$ cat config.mk
export PLATFORM = sky130hd
export DESIGN_NAME = pic_interrupt_sequencer
export DESIGN_NICKNAME = d
export VERILOG_FILES = /design/src/rtl/pic_interrupt_sequencer.sv
export SDC_FILE = /design/constraint.sdc
export NUM_CORES = 1
export LEC_CHECK = 0
export ABC_AREA = 1
export ABC_CLOCK_PERIOD_IN_PS = 5200
export CORE_ASPECT_RATIO = 0.6
export CORE_UTILIZATION = 51
export DETAILED_ROUTE_END_ITERATION = 8
export PLACE_DENSITY = 0.92
export SLEW_MARGIN = 20
export SYNTH_ARGS = -nofsm -noshare
export SYNTH_HDL_FRONTEND = slang
export SYNTH_SLANG_ARGS = --single-unit
$ cat constraint.sdc
create_clock -name clk -period 5.2 [get_ports clk]
set_input_delay 1.04 -clock clk [delete_from_list [all_inputs] [get_ports clk]]
set_output_delay 1.04 -clock clk [all_outputs]
set_load 0.01 [all_outputs]
$ cat src/rtl/pic_interrupt_sequencer.sv
// 8259-style interrupt sequencer: IRR latching, fixed-priority resolve, two-pulse INTA and EOI.
// Optional macro PIC_EDGE_TRIGGER_EN selects edge-triggered IRR capture (level mode when undefined).
module pic_interrupt_sequencer #(
  parameter int         VEC_HI_W   = 5,
  parameter logic [2:0] SPUR_LEVEL = 3'd7
) (
  input  logic                clk,
  input  logic                reset,
  input  logic [7:0]          irq_in,
  input  logic [7:0]          imr,
  input  logic [VEC_HI_W-1:0] vector_base,
  input  logic                aeoi_mode,
  input  logic                inta_n,
  input  logic                eoi_cmd,
  input  logic                seoi_cmd,
  input  logic [2:0]          seoi_level,
  output logic                int_out,
  output logic [7:0]          vector_out,
  output logic                vector_valid,
  output logic [7:0]          irr,
  output logic [7:0]          isr
);

  typedef enum logic [2:0] {
    ST_IDLE = 3'd0,
    ST_PEND = 3'd1,
    ST_ACK1 = 3'd2,
    ST_GAP  = 3'd3,
    ST_ACK2 = 3'd4
  } state_t;

  // Index of the lowest set bit (highest priority); 0 when the vector is empty.
  function automatic logic [2:0] lowest_idx(input logic [7:0] v);
    casez (v)
      8'b???????1: lowest_idx = 3'd0;
      8'b??????10: lowest_idx = 3'd1;
      8'b?????100: lowest_idx = 3'd2;
      8'b????1000: lowest_idx = 3'd3;
      8'b???10000: lowest_idx = 3'd4;
      8'b??100000: lowest_idx = 3'd5;
      8'b?1000000: lowest_idx = 3'd6;
      8'b10000000: lowest_idx = 3'd7;
      default:     lowest_idx = 3'd0;
    endcase
  endfunction

  function automatic logic [7:0] onehot(input logic [2:0] idx);
    onehot = 8'(8'd1 << idx);
  endfunction

  state_t     state_r, state_s;
  logic       inta_q_r;
  logic [2:0] win_r, win_s;
  logic       spur_r, spur_s;
  logic       int_out_s, vector_valid_s;
  logic [7:0] vector_out_s, irr_s, isr_s;
  logic [7:0] isr_set_s, isr_aeoi_clr_s, irr_clr_s, isr_seoi_s, isr_eoi_s;
  logic [7:0] masked_s;
  logic [2:0] cand_s, isr_low_s;
  logic       eligible_s, inta_fall_s, inta_rise_s;

`ifdef PIC_EDGE_TRIGGER_EN
  logic [7:0] irq_q_r;

  // Previous irq_in sample for rising-edge detection.
  always_ff @(posedge clk) begin
    if (reset) begin
      irq_q_r <= 8'h00;
    end else begin
      irq_q_r <= irq_in;
    end
  end
`endif

  assign inta_fall_s = inta_q_r & ~inta_n;
  assign inta_rise_s = ~inta_q_r & inta_n;
  assign masked_s    = irr & ~imr;
  assign cand_s      = lowest_idx(masked_s);
  assign isr_low_s   = lowest_idx(isr);
  assign eligible_s  = (|masked_s) && ((isr == 8'h00) || (cand_s < isr_low_s));

  // Acknowledge sequencer: next state, win latch and registered output values.
  always_comb begin
    state_s        = state_r;
    win_s          = win_r;
    spur_s         = spur_r;
    int_out_s      = int_out;
    vector_out_s   = vector_out;
    vector_valid_s = vector_valid;
    isr_set_s      = 8'h00;
    isr_aeoi_clr_s = 8'h00;
    irr_clr_s      = 8'h00;
    case (state_r)
      ST_IDLE: begin
        if (eligible_s) begin
          state_s   = ST_PEND;
          int_out_s = 1'b1;
        end else begin
          state_s   = ST_IDLE;
        end
      end
      ST_PEND: begin
        int_out_s = 1'b1;
        if (inta_fall_s) begin
          state_s = ST_ACK1;
          // A request that vanished or got masked before INTA becomes spurious.
          if (eligible_s) begin
            win_s     = cand_s;
            spur_s    = 1'b0;
            isr_set_s = onehot(cand_s);
            irr_clr_s = onehot(cand_s);
          end else begin
            win_s     = SPUR_LEVEL;
            spur_s    = 1'b1;
          end
        end else begin
          state_s = ST_PEND;
        end
      end
      ST_ACK1: begin
        if (inta_rise_s) begin
          state_s = ST_GAP;
        end else begin
          state_s = ST_ACK1;
        end
      end
      ST_GAP: begin
        if (inta_fall_s) begin
          state_s        = ST_ACK2;
          vector_out_s   = 8'({vector_base, win_r});
          vector_valid_s = 1'b1;
          int_out_s      = 1'b0;
        end else begin
          state_s        = ST_GAP;
        end
      end
      ST_ACK2: begin
        if (inta_rise_s) begin
          state_s        = ST_IDLE;
          vector_valid_s = 1'b0;
          if (aeoi_mode && !spur_r) begin
            isr_aeoi_clr_s = onehot(win_r);
          end else begin
            isr_aeoi_clr_s = 8'h00;
          end
        end else begin
          state_s        = ST_ACK2;
        end
      end
      default: begin
        state_s        = ST_IDLE;
        int_out_s      = 1'b0;
        vector_valid_s = 1'b0;
      end
    endcase
  end

  // ISR update: specific EOI, then non-specific on the remainder, then auto-EOI; a set always wins.
  always_comb begin
    if (seoi_cmd) begin
      isr_seoi_s = isr & ~onehot(seoi_level);
    end else begin
      isr_seoi_s = isr;
    end
    if (eoi_cmd && (isr_seoi_s != 8'h00)) begin
      isr_eoi_s = isr_seoi_s & ~onehot(lowest_idx(isr_seoi_s));
    end else begin
      isr_eoi_s = isr_seoi_s;
    end
    isr_s = (isr_eoi_s & ~isr_aeoi_clr_s) | isr_set_s;
  end

  // IRR next value; the acknowledged level is dropped on the first INTA pulse.
  always_comb begin
`ifdef PIC_EDGE_TRIGGER_EN
    irr_s = (irr | (irq_in & ~irq_q_r)) & irq_in & ~irr_clr_s;
`else
    irr_s = irq_in & ~irr_clr_s;
`endif
  end

  // State and output registers.
  always_ff @(posedge clk) begin
    if (reset) begin
      state_r      <= ST_IDLE;
      inta_q_r     <= 1'b1;
      win_r        <= 3'd0;
      spur_r       <= 1'b0;
      int_out      <= 1'b0;
      vector_out   <= 8'h00;
      vector_valid <= 1'b0;
      irr          <= 8'h00;
      isr          <= 8'h00;
    end else begin
      state_r      <= state_s;
      inta_q_r     <= inta_n;
      win_r        <= win_s;
      spur_r       <= spur_s;
      int_out      <= int_out_s;
      vector_out   <= vector_out_s;
      vector_valid <= vector_valid_s;
      irr          <= irr_s;
      isr          <= isr_s;
    end
  end

endmodule
==> results by stage, run 1 <==
Outcome:
- The run finished with clean final reports.

Layout:
- The commonest non-fill, non-tap cell in the layout is clkdlybuf4s50_1.
- The post-layout net count is 382.
- The area growth from synthesis to layout is 36.4%.
- Of the cells placed in the final design, the portion with a size suffix greater than 1 is 9.40%.
- In the layout the commonest cells are 55 x clkdlybuf4s50_1, 54 x nand2_1, 44 x inv_1.
- The final cell count without fillers is 396.
- The number of antenna repair diodes is 0.
- For this run, the share of the core covered by cells in the final layout is 76.1%.

Synthesis:
- Yosys printed 0 warnings.
- The count of cell types in the netlist is 28.
- The gate count of the mapped netlist is 292.
- Summed over its instances, the top area cell type makes up 36.1% of the synthesized netlist area.
- The number of register bits inferred by synthesis is 34.
- The area of the mapped netlist is 0.00189 sq mm.
- Yosys attributes the largest share of cell area to dfxtp_1 36%, nand2_1 11%, inv_1 8.8%.
- The biggest area contributor in the post-synthesis netlist is dfxtp_1.
- The post-synthesis share of cell area spent on xor and xnor gates is 0%.
- Sequential cells were found to cover 36.1% of the synthesized design area.
- The multiplexer share of the synthesized area is 0%.
- By area, the combinational part of the netlist is dominated by simple AND/OR/NAND/NOR gates.
- A synthesized cell averages 6.46 sq um.
- The synthesized netlist devotes 18.2% of its cell area to compound gates.
- The adder-cell area share of the yosys netlist is 1.33%.
- The number of nets in the synthesized netlist is 324.
- The basic-gate share of the synthesized area counting and, or, nand and nor cells is 33.5%.

STA:
- Between clock sinks in the finished design, the worst skew comes to 0.00900 ns.
- The clock period could shrink to 3.26 ns.
- The portion of the clock cycle consumed by the worst path in the final layout is 62.7%.
- The final setup violation count is 0.
- The final count of pins violating max slew was 0.
- Based on the critical path, the design can be clocked at up to 307 MHz.
- Setup repair after global routing left no endpoint under its margin.
- At the pin with the least slew margin, the transition time is 0.751 ns.
- The final number of hold-violating endpoints was 0.
- The final worst setup slack is 1.94 ns.
- In this run the tightest slew margin relative to its limit is 49.7%.
- In the final timing run, aggregate negative setup slack is 0 ns.

Run:
- Max-cap violations in this run came to 0.

CTS:
- In this run, post-CTS repair resized a total of 0 instances.
- The cell sitting at the root of the clock tree is a clkbuf_8.
- The H-tree depth is 2.
- The total setup buffers inserted after CTS is 0.
- In this run the deepest clock path goes through 2 buffers.
- The TritonCTS buffer count is 5.
- Hold repair after CTS inserted 0 buffers.
- After clock tree synthesis, the clock-pin slew on the worst setup and hold paths is 0.08 ns.
- TritonCTS built the clock tree.
- The later pin in the worst-skew pair is clocked with a latency of 0.30 ns.
- The tree built by TritonCTS fans out to 34 sinks.

Power:
- The overall power of the completed layout is 0.000621 W.
- The total power divided by cell area is 241 mW/mm^2.
- IR analysis of the VDD net gives a maximum drop of 176 uV.
- For this design the static power due to leakage is 1.19 nW.

Drt:
- For this run, the detailed router's first-pass iteration total came to 4.
- The final wirelength is 5510 um.
- The antenna violation net count after detailed routing is 0.
- The total number of vias is 2135.
- The final routed wire length divided by cell count is 13.9 um.
- After detailed routing, the number of vias per cell comes to 5.39.
- The DRC marker count from the first detailed-route iteration is 155.
- After detailed routing, the number of remaining DRC violations is 0.

Die:
- The floorplan has 16 rows.
- The die covers 0.00395 sq mm.
- The effective utilization at floorplan is 55.8%.
- The x dimension of the die is 80.5 um.
- The core outline area is 0.00338 sq mm.
- The floorplan step set the die height to 49.1 um.
- For this design the top-level I/O count stands at 56.

Worst setup path:
- Along the worst path, the maximum fanout reaches 10.
- The worst register-to-register path ends at irr[7].
- The worst setup path is launched from an input pin.
- The data required time at the worst endpoint is 5.36 ns.
- The number of cells on the worst reg-to-reg path is 12.
- In this run the worst setup path terminates at irr[7].
- The launch instance of the worst register-to-register path is irr[0].
- The kind of critical path is input pin to flop.
- The data arrival at the endpoint of the critical path is 3.42 ns.
- Setup slack on the worst reg-to-reg path comes out at 2.81 ns.
- The critical path startpoint is imr[1].
- The nature of the critical path endpoint is a flop.

Placed design:
- The number of I/O port buffers is 55.
- The minimum setup slack after placement is 1.79 ns.
- The detailed placement HPWL is 4280 um.
- Counting tap cells, the placed design contains a total of 388 instances.
- The congestion estimate from routability-driven global placement came to 0.950.

Worst hold path:
- The number of cells on the worst hold path is 2.
- The type of the worst min-delay path is flop to flop.

Global routing:
- The first-pass GRT wire length is 8980 um.
- The via count of the first global-routing pass was 1910.
- Entering global routing, the biggest net connects 21 pins.
- For this run the aggregate overflow at the end of global routing stands at 0.
- Global routing used 30.2% of the available tracks.
- The initial antenna violation count is 0.
==> cells in the mapped netlist (all sizes together) <==
cell	number
a31oi	1
nor3	7
nor4	1
a21boi	1
a21oi	30
o21bai	1
inv	51
clkbuf	4
o21ai	23
a211oi	1
o211ai	4
or2	2
nand2	60
dfxtp	34
nor2	39
nand3b	2
ha	2
nand3	29
==> worst max-delay path: stages <==
cell and delay [ns]:
clkdlybuf4s50_1 0.45, inv_1 0.04, nand2_1 0.07, nand2_1 0.07, nor2_1 0.24, inv_1 0.17
nor2_1 0.31, ha_1 0.31, a21oi_1 0.16, nand2_1 0.12, nand2_4 0.14, nand3_1 0.14
nand2_1 0.12, nor2_1 0.04
==> per-stage QoR <==
stage | instance area (sq um) | hold WS, ns
6_report | 2570 | 0.461
5_1_grt | 2570 | 0.493
4_1_cts | 2570 | 0.465
3_5_place_dp | 2480 | 0.454
3_3_place_gp | 2480 | 0.451
2_1_floorplan | 1890 | 0.458
==> kinds of logic after synthesis <==
| family | Yosys count |
|---|---|
| simple gates | 140 |
| compound gates | 61 |
| buf+inv | 55 |
| flops | 34 |
| fa+ha+maj | 2 |
==> layer usage <==
metal	share of wire, %	vias up	global-route usage, %
li1	-	1059	-
met1	46	964	41.8
met2	42	103	44.5
met3	11	9	10.5
met4	1.5	0	8.33
met5	0	-	0
==> cell type report <==
class	count	area (sq um)
Clock inverter	2	12.5
Inverter	51	191
Multi-Input combinational cell	203	1000
Fill cell	264	810
Tap cell	45	56.3
Clock buffer	6	82.6
Sequential cell	34	681
Timing Repair Buffer	55	551
==> report_power, final <==
part / internal, W / switching, W / leakage (nW)
sequential: 0.000273 / 0.0000103 / 0.278
combinational: 0.0000549 / 0.0000702 / 0.868
clock: 0.000107 / 0.000107 / 0.0472
==> worst min-delay path by stage <==
stage	end	from	slack, ns
final	vector_valid	vector_valid	0.46
after global routing	vector_valid	vector_valid	0.49
after CTS	vector_valid	vector_valid	0.46
after detailed placement	vector_valid	vector_valid	0.45
after global placement	vector_valid	vector_valid	0.45
after floorplan	vector_out[2]	win_r[2]	0.46
==> registers in the layout, summed over array words and instances, names as in the netlist <==
register      flops
int_out           1
inta_q_r          1
irr               8
isr               8
spur_r            1
state_r           3
vector_out        8
vector_valid      1
win_r             3
(Power assumes the default switching activity.)
==> run 2: changes to the inputs <==
--- a/config.mk
+++ b/config.mk
@@ -6,11 +6,11 @@
 export NUM_CORES = 1
 export LEC_CHECK = 0
 export ABC_AREA = 1
-export ABC_CLOCK_PERIOD_IN_PS = 5200
+export ABC_CLOCK_PERIOD_IN_PS = 3300
 export CORE_ASPECT_RATIO = 0.6
-export CORE_UTILIZATION = 51
+export CORE_UTILIZATION = 47
 export DETAILED_ROUTE_END_ITERATION = 8
-export PLACE_DENSITY = 0.92
+export PLACE_DENSITY = 0.86
 export SLEW_MARGIN = 20
 export SYNTH_ARGS = -nofsm -noshare
 export SYNTH_HDL_FRONTEND = slang
==> constraint.sdc (replaced) <==
create_clock -name clk -period 3.3 [get_ports clk]
set_input_delay 0.66 -clock clk [delete_from_list [all_inputs] [get_ports clk]]
set_output_delay 0.66 -clock clk [all_outputs]
set_load 0.01 [all_outputs]
==> run 2 against run 1 <==
Net effect: flip-flop and latch count stayed put; clock skew shrank 0.0025 ns; clock-buffer cell count shrank 1; global-route usage down 4.1 points; register-to-register slack got worse by 1.8 ns; setup slack got worse by 1.4 ns; wire length is 5.6% lower; non-clock buffer count is 1 higher; critical path depth is 4 higher; highest routed layer is now met3; final area increased by 0.92%; die area up 8.2%; clock power increased by 77%.
==> results by stage, run 2 (synthesized netlist as in run 1, its figures left out) <==
Power:
- The leakage power of the design is 1.21 nW (was 1.19 nW).
- The total power divided by cell area came to 392 mW/mm^2 (was 241 mW/mm^2).
- The overall power of the completed layout is 0.00102 W (was 0.000621 W).
- The worst ir drop on vdd is 263 uV (was 176 uV).

Drt:
- The total number of vias is 2061 (was 2135).
- The final wirelength is 5200 um (was 5510 um).
- The first-pass detailed-route iteration total is 6 (was 4).
- The final routed wire length divided by cell count is 13.0 um (was 13.9 um).
- The number of DRC violations after detailed routing is 0 (unchanged).
- The DRC marker count from the first detailed-route iteration is 191 (was 155).
- The via-per-instance ratio was 5.17 (was 5.39).
- The antenna violation net count after detailed routing is 0 (unchanged).

STA:
- Of the available clock period, the critical path in the final layout requires 84.4%.
- The final count of pins violating max slew came to 0 (unchanged).
- The final worst setup slack is 0.513 ns (was 1.94 ns).
- The final setup violation count is 0 (unchanged).
- The total negative setup slack was 0 ns (unchanged).
- For the finished layout, the period the worst path requires is 2.79 ns.
- The final number of hold-violating endpoints was 0 (unchanged).
- RSZ-0062 raised after global routing: false (unchanged).
- The max-slew headroom at the worst pin came to 59.4% (was 49.7%).
- The setup skew after layout is 0.00647 ns (was 0.00900 ns).
- Based on the critical path, the design can be clocked at up to 359 MHz.
- The slew at the pin closest to its max-slew limit was 0.607 ns (was 0.751 ns).

Global routing:
- The via count of the first global-routing pass came to 1878 (was 1910).
- The first-pass GRT wire length is 8760 um (was 8980 um).
- The initial antenna violation count is 0 (unchanged).
- The total global routing overflow is 0 (unchanged).
- The pin count of the biggest net entering global routing is 21 (unchanged).
- The aggregate global-route resource usage was 26.2% (was 30.2%).

CTS:
- The cts-stage hold buffer count is 0 (unchanged).
- The cell at the root of the clock tree is clkbuf_8 (unchanged).
- The latest clock arrival within the worst-skew pair was 0.28 ns (was 0.30 ns).
- The count of clock tree sinks is 34 (unchanged).
- The TritonCTS clock tree is done (unchanged).
- The H-tree depth is 2 (unchanged).
- The TritonCTS buffer count is 5 (unchanged).
- The number of instances resized during post-cts repair is 0 (unchanged).
- The total setup buffers inserted after CTS came to 0 (unchanged).
- The clock transition time at the flip-flop clock pins of the worst setup and hold paths is 0.07 ns (was 0.08 ns).
- The buffer depth of the longest clock path was 2 (unchanged).

Worst setup path:
- The data arrival at the endpoint of the critical path is 2.97 ns (was 3.42 ns).
- The worst-path maximum fanout is 10 (unchanged).
- The type of origin of the critical path was an input pin (unchanged).
- The data required time at the worst endpoint is 3.49 ns (was 5.36 ns).
- The nature of the critical path endpoint is a flop (unchanged).
- The kind of critical path is input pin to flop (unchanged).

Die:
- The die area is 0.00428 sq mm (was 0.00395 sq mm).
- The number of placed I/O pins is 56 (unchanged).
- The effective utilization at floorplan is 50.4% (was 55.8%).
- The x dimension of the die is 83.8 um (was 80.5 um).
- The core outline area is 0.00374 sq mm (was 0.00338 sq mm).
- The chip height was 51.1 um (was 49.1 um).
- The count of standard-cell rows came to 17 (was 16).

Layout:
- The post-layout net count is 383 (was 382).
- The final cell count without fillers came to 399 (was 396).
- The area taken by multi-input logic gates is 1000 sq um (unchanged).
- The share of cells above drive strength 1 is 9.66% (was 9.40%).
- The commonest non-fill, non-tap cell in the layout is clkdlybuf4s50_1 (unchanged).
- The post-synthesis to final-layout area growth is 37.7% (was 36.4%).
- Regs by FF count: irr: 8 flops, isr: 8 flops, vector_out: 8 flops (unchanged).
- The number of antenna repair diodes is 0 (unchanged).
- Most frequent cells in the layout: 55 x clkdlybuf4s50_1, 54 x nand2_1, 44 x inv_1 (unchanged).
- The number of filler cells placed in the layout is 335 (was 264).
- The combined flip-flop and latch cell area is 681 sq um (unchanged).

Placed design:
- The count of placed standard cells including taps is 391 (was 388).
- The minimum setup slack after placement came to 0.268 ns (was 1.79 ns).
- The number of I/O port buffers is 55 (unchanged).
- The last weighted congestion value of the routability-driven placer is 0.874 (was 0.950).
- The detailed placement HPWL is 4060 um (was 4280 um).

Outcome:
- Run status: finished, final reports clean (unchanged).

Run:
- The number of max-cap violations is 0 (unchanged).

Worst hold path:
- The type of the worst min-delay path is flop to flop (unchanged).
[run 2: cell type report]
cell class	count	share of cell area, %
clock inverter	3	1.54
timing repair buffer	56	21.5
inverter	51	7.37
clock buffer	5	2.65
sequential	34	26.2
tap	47	2.26
multi-input combinational	203	38.5
[run 2: final timing paths]
check | startpoint | to | slack [ns] | depth (start not counted)
worst min register to register | int_out | int_out | 0.45 | 2
worst max register to register | irr[1] | win_r[0] | 1.05 | 16
worst max-delay path | imr[1] | win_r[0] | 0.51 | 18
worst min-delay path | int_out | int_out | 0.45 | 2
[run 2: power by group]
group	total, W	switching [W]	internal (W)	leakage, nW
Combinational	0.000195	0.000108	0.0000878	0.873
Clock	0.000378	0.000156	0.000222	0.0579
Sequential	0.000444	0.0000144	0.000430	0.278
[run 2: layer usage]
| metal | share of wire, % | track usage (%) | vias up |
|---|---|---|---|
| met2 | 41 | 39.3 | 100 |
| met4 | 0 | 3.11 | 0 |
| li1 | - | - | 1054 |
| met5 | 0 | 0 | - |
| met1 | 50 | 37.8 | 907 |
| met3 | 9.1 | 7.75 | 0 |
[run 2: critical path, cell delays in order]
cell and delay, ns:
clkdlybuf4s50_1 0.46, inv_1 0.04, nand2_1 0.07, nand2_1 0.07, nor2_1 0.20, inv_1 0.16, nor2_1 0.32, ha_1 0.32
nand2_1 0.07, inv_1 0.03, nand2_1 0.06, nand2_1 0.08, nand2_4 0.12, nand2_2 0.09, inv_2 0.06, nand3_1 0.06
nand2_1 0.07, inv_1 0.04
[run 2: stage by stage]
step | hold slack [ns] | utilization (%) | cell area, sq um
final | 0.451 | 69.4 | 2600
after global routing | 0.477 | 69.4 | 2600
after CTS | 0.453 | 69.4 | 2600
after detailed placement | 0.443 | 66.5 | 2490
after global placement | 0.441 | 66.5 | 2490
after floorplan | 0.458 | - | 1890
==> run 3: changes to the inputs <==
--- a/config.mk
+++ b/config.mk
@@ -6,7 +6,7 @@
 export NUM_CORES = 1
 export LEC_CHECK = 0
 export ABC_AREA = 1
-export ABC_CLOCK_PERIOD_IN_PS = 3300
+export ABC_CLOCK_PERIOD_IN_PS = 2650
 export CORE_ASPECT_RATIO = 0.6
 export CORE_UTILIZATION = 47
 export DETAILED_ROUTE_END_ITERATION = 8
==> constraint.sdc (replaced) <==
create_clock -name clk -period 2.65 [get_ports clk]
set_input_delay 0.53 -clock clk [delete_from_list [all_inputs] [get_ports clk]]
set_output_delay 0.53 -clock clk [all_outputs]
set_load 0.01 [all_outputs]
==> run 3 against run 2 <==
Net effect: non-clock buffer count increased by 3; flip-flop and latch count unchanged; final area increased by 0.34%; sequential power increased by 25%; clock power increased by 4%; wire length decreased by 3.5%; clock-buffer cell count increased by 1; combinational power increased by 26%; first-iteration DRC count decreased by 28%; critical path type unchanged; critical endpoint unchanged; largest power group unchanged; highest routed layer is now met4.
==> results by stage, run 3 (synthesized netlist as in run 1, its figures left out) <==
CTS:
- The number of instances resized during post-cts repair is 0 (unchanged).
- The buffer depth of the longest clock path is 2 (unchanged).
- The count of clock tree sinks is 34 (unchanged).
- The H-tree depth is 2 (unchanged).
- The cell at the root of the clock tree is clkbuf_8 (unchanged).
- The TritonCTS clock tree is done (unchanged).
- The latest clock arrival within the worst-skew pair came to 0.29 ns (was 0.28 ns).
- The total setup buffers inserted after CTS is 0 (unchanged).
- The clock transition time at the flip-flop clock pins of the worst setup and hold paths is 0.07 ns (about the same).
- The cts-stage hold buffer count is 0 (unchanged).
- The TritonCTS buffer count is 5 (unchanged).

Placed design:
- The number of I/O port buffers is 55 (unchanged).
- The minimum setup slack after placement is 0.0594 ns (was 0.268 ns).
- The detailed placement HPWL is 3970 um (was 4060 um).
- The placed standard-cell area came to 0.00251 sq mm (was 0.00249 sq mm).
- The last weighted congestion value of the routability-driven placer is 0.886 (was 0.874).

Worst setup path:
- The type of origin of the critical path was an input pin (unchanged).
- The data arrival at the endpoint of the critical path is 2.49 ns (was 2.97 ns).
- The kind of critical path is input pin to flop (unchanged).
- The nature of the critical path endpoint is a flop (unchanged).
- The worst-path maximum fanout is 10 (unchanged).
- The data required time at the worst endpoint came to 2.84 ns (was 3.49 ns).

Power:
- The overall power of the completed layout is 0.00119 W (was 0.00102 W).
- The worst ir drop on vdd is 474 uV (was 263 uV).
- The leakage power of the design is 1.21 nW (about the same).
- The total power divided by cell area was 457 mW/mm^2 (was 392 mW/mm^2).

Layout:
- The combined flip-flop and latch cell area is 681 sq um (unchanged).
- The number of filler cells placed in the layout was 324 (was 335).
- The area taken by multi-input logic gates is 1000 sq um (unchanged).
- Most frequent cells in the layout: 55 x clkdlybuf4s50_1, 54 x nand2_1, 44 x inv_1 (unchanged).
- The commonest non-fill, non-tap cell in the layout is clkdlybuf4s50_1 (unchanged).
- The post-synthesis to final-layout area growth came to 38.1% (was 37.7%).
- The share of cells above drive strength 1 is 10.4% (was 9.66%).
- The post-layout net count is 386 (was 383).
- The finished layout cell area is 0.00261 sq mm (was 0.00260 sq mm).
- Regs by FF count: irr: 8 flops, isr: 8 flops, vector_out: 8 flops (unchanged).
- The number of antenna repair diodes is 0 (unchanged).

Drt:
- The final wirelength is 5020 um (was 5200 um).
- The via-per-instance ratio is 5.17 (about the same).
- The total number of vias is 2077 (was 2061).
- The DRC marker count from the first detailed-route iteration is 137 (was 191).
- The antenna violation net count after detailed routing is 0 (unchanged).
- The final routed wire length divided by cell count came to 12.5 um (was 13.0 um).
- The number of DRC violations after detailed routing is 0 (unchanged).
- The first-pass detailed-route iteration total is 6 (unchanged).

Die:
- The x dimension of the die was 83.8 um (unchanged).
- The die area is 0.00428 sq mm (unchanged).
- The number of placed I/O pins is 56 (unchanged).
- The count of standard-cell rows is 17 (unchanged).
- The chip height is 51.1 um (unchanged).
- The core outline area is 0.00374 sq mm (unchanged).
- The effective utilization at floorplan is 50.4% (unchanged).

STA:
- After layout, the minimum clock period comes to 2.30 ns.
- The final setup violation count is 0 (unchanged).
- The max-slew headroom at the worst pin was 71.5% (was 59.4%).
- The final critical path takes up 86.8% of the cycle.
- RSZ-0062 raised after global routing: false (unchanged).
- The total negative setup slack is 0 ns (unchanged).
- For this run, the top clock speed supported by timing is 435 MHz.
- The setup skew after layout is 0.00780 ns (was 0.00647 ns).
- The final count of pins violating max slew is 0 (unchanged).
- The slew at the pin closest to its max-slew limit is 0.427 ns (was 0.607 ns).
- The final number of hold-violating endpoints is 0 (unchanged).
- The final worst setup slack is 0.351 ns (was 0.513 ns).

Global routing:
- The aggregate global-route resource usage is 25.2% (was 26.2%).
- The pin count of the biggest net entering global routing was 21 (unchanged).
- The via count of the first global-routing pass came to 1885 (was 1878).
- The first-pass GRT wire length is 8360 um (was 8760 um).
- The total global routing overflow was 0 (unchanged).
- The initial antenna violation count was 0 (unchanged).

Run:
- The number of max-cap violations is 0 (unchanged).

Worst hold path:
- The type of the worst min-delay path is flop to flop (unchanged).

Outcome:
- Run status: finished, final reports clean (unchanged).
run 3: changes by cell type in the layout (fill, tap and decap cells not counted), sizes merged:
| cell | before | now |
|---|---|---|
| buf | 1 | 4 |
| clkinv | 2 | 1 |
| clkbuf | 5 | 6 |
| clkinvlp | 0 | 1 |
| bufinv | 1 | 0 |
run 3: critical path: stages:
cell and delay, ns:
clkdlybuf4s50_1 0.45, inv_1 0.03, nand2_1 0.06, nand2_1 0.07, nor2_1 0.17, inv_1 0.08, nor2_1 0.15, ha_1 0.27
nand2_1 0.07, inv_1 0.04, nand2_1 0.05, nand2_1 0.08, nand2_4 0.12, nand2_2 0.09, inv_2 0.06, nand3_1 0.06
nand2_1 0.07, inv_1 0.04
run 3: final timing paths:
path,startpoint,endpoint,slack (ns),cells after the start
setup / recovery,imr[0],win_r[0],0.35,18
hold / removal,int_out,int_out,0.45,2
setup reg to reg,isr[4],win_r[0],0.66,16
hold reg to reg,int_out,int_out,0.45,2
run 3: final cells by class:
type / instances / area share [%]
clock buffers: 6 / 3.17
clock inverters: 2 / 0.480
inverters: 51 / 7.35
multi-input cells: 203 / 38.4
flip-flops and latches: 34 / 26.1
well taps: 47 / 2.26
repair buffers: 59 / 22.3
run 3: power by group:
group | total, W | leakage, nW | internal (W) | switching [W]
Sequential | 0.000553 | 0.278 | 0.000535 | 0.0000173
Combinational | 0.000246 | 0.888 | 0.000113 | 0.000133
Clock | 0.000392 | 0.0472 | 0.000209 | 0.000184
run 3: per-stage QoR:
stage	hold slack, ns	instances	util (%)
6_report	0.450	402	69.6
5_1_grt	0.477	402	69.6
4_1_cts	0.452	402	69.6
3_5_place_dp	0.443	394	67.1
3_3_place_gp	0.442	394	67.1
2_1_floorplan	0.458	292	-
run 3: routing by layer:
| layer | global-route usage, % | share of wire, % | vias up |
|---|---|---|---|
| li1 | - | - | 1065 |
| met1 | 34.7 | 50 | 914 |
| met2 | 39.7 | 40 | 94 |
| met3 | 7.75 | 9.0 | 4 |
| met4 | 4.24 | 0.64 | 0 |
| met5 | 0 | 0 | - |
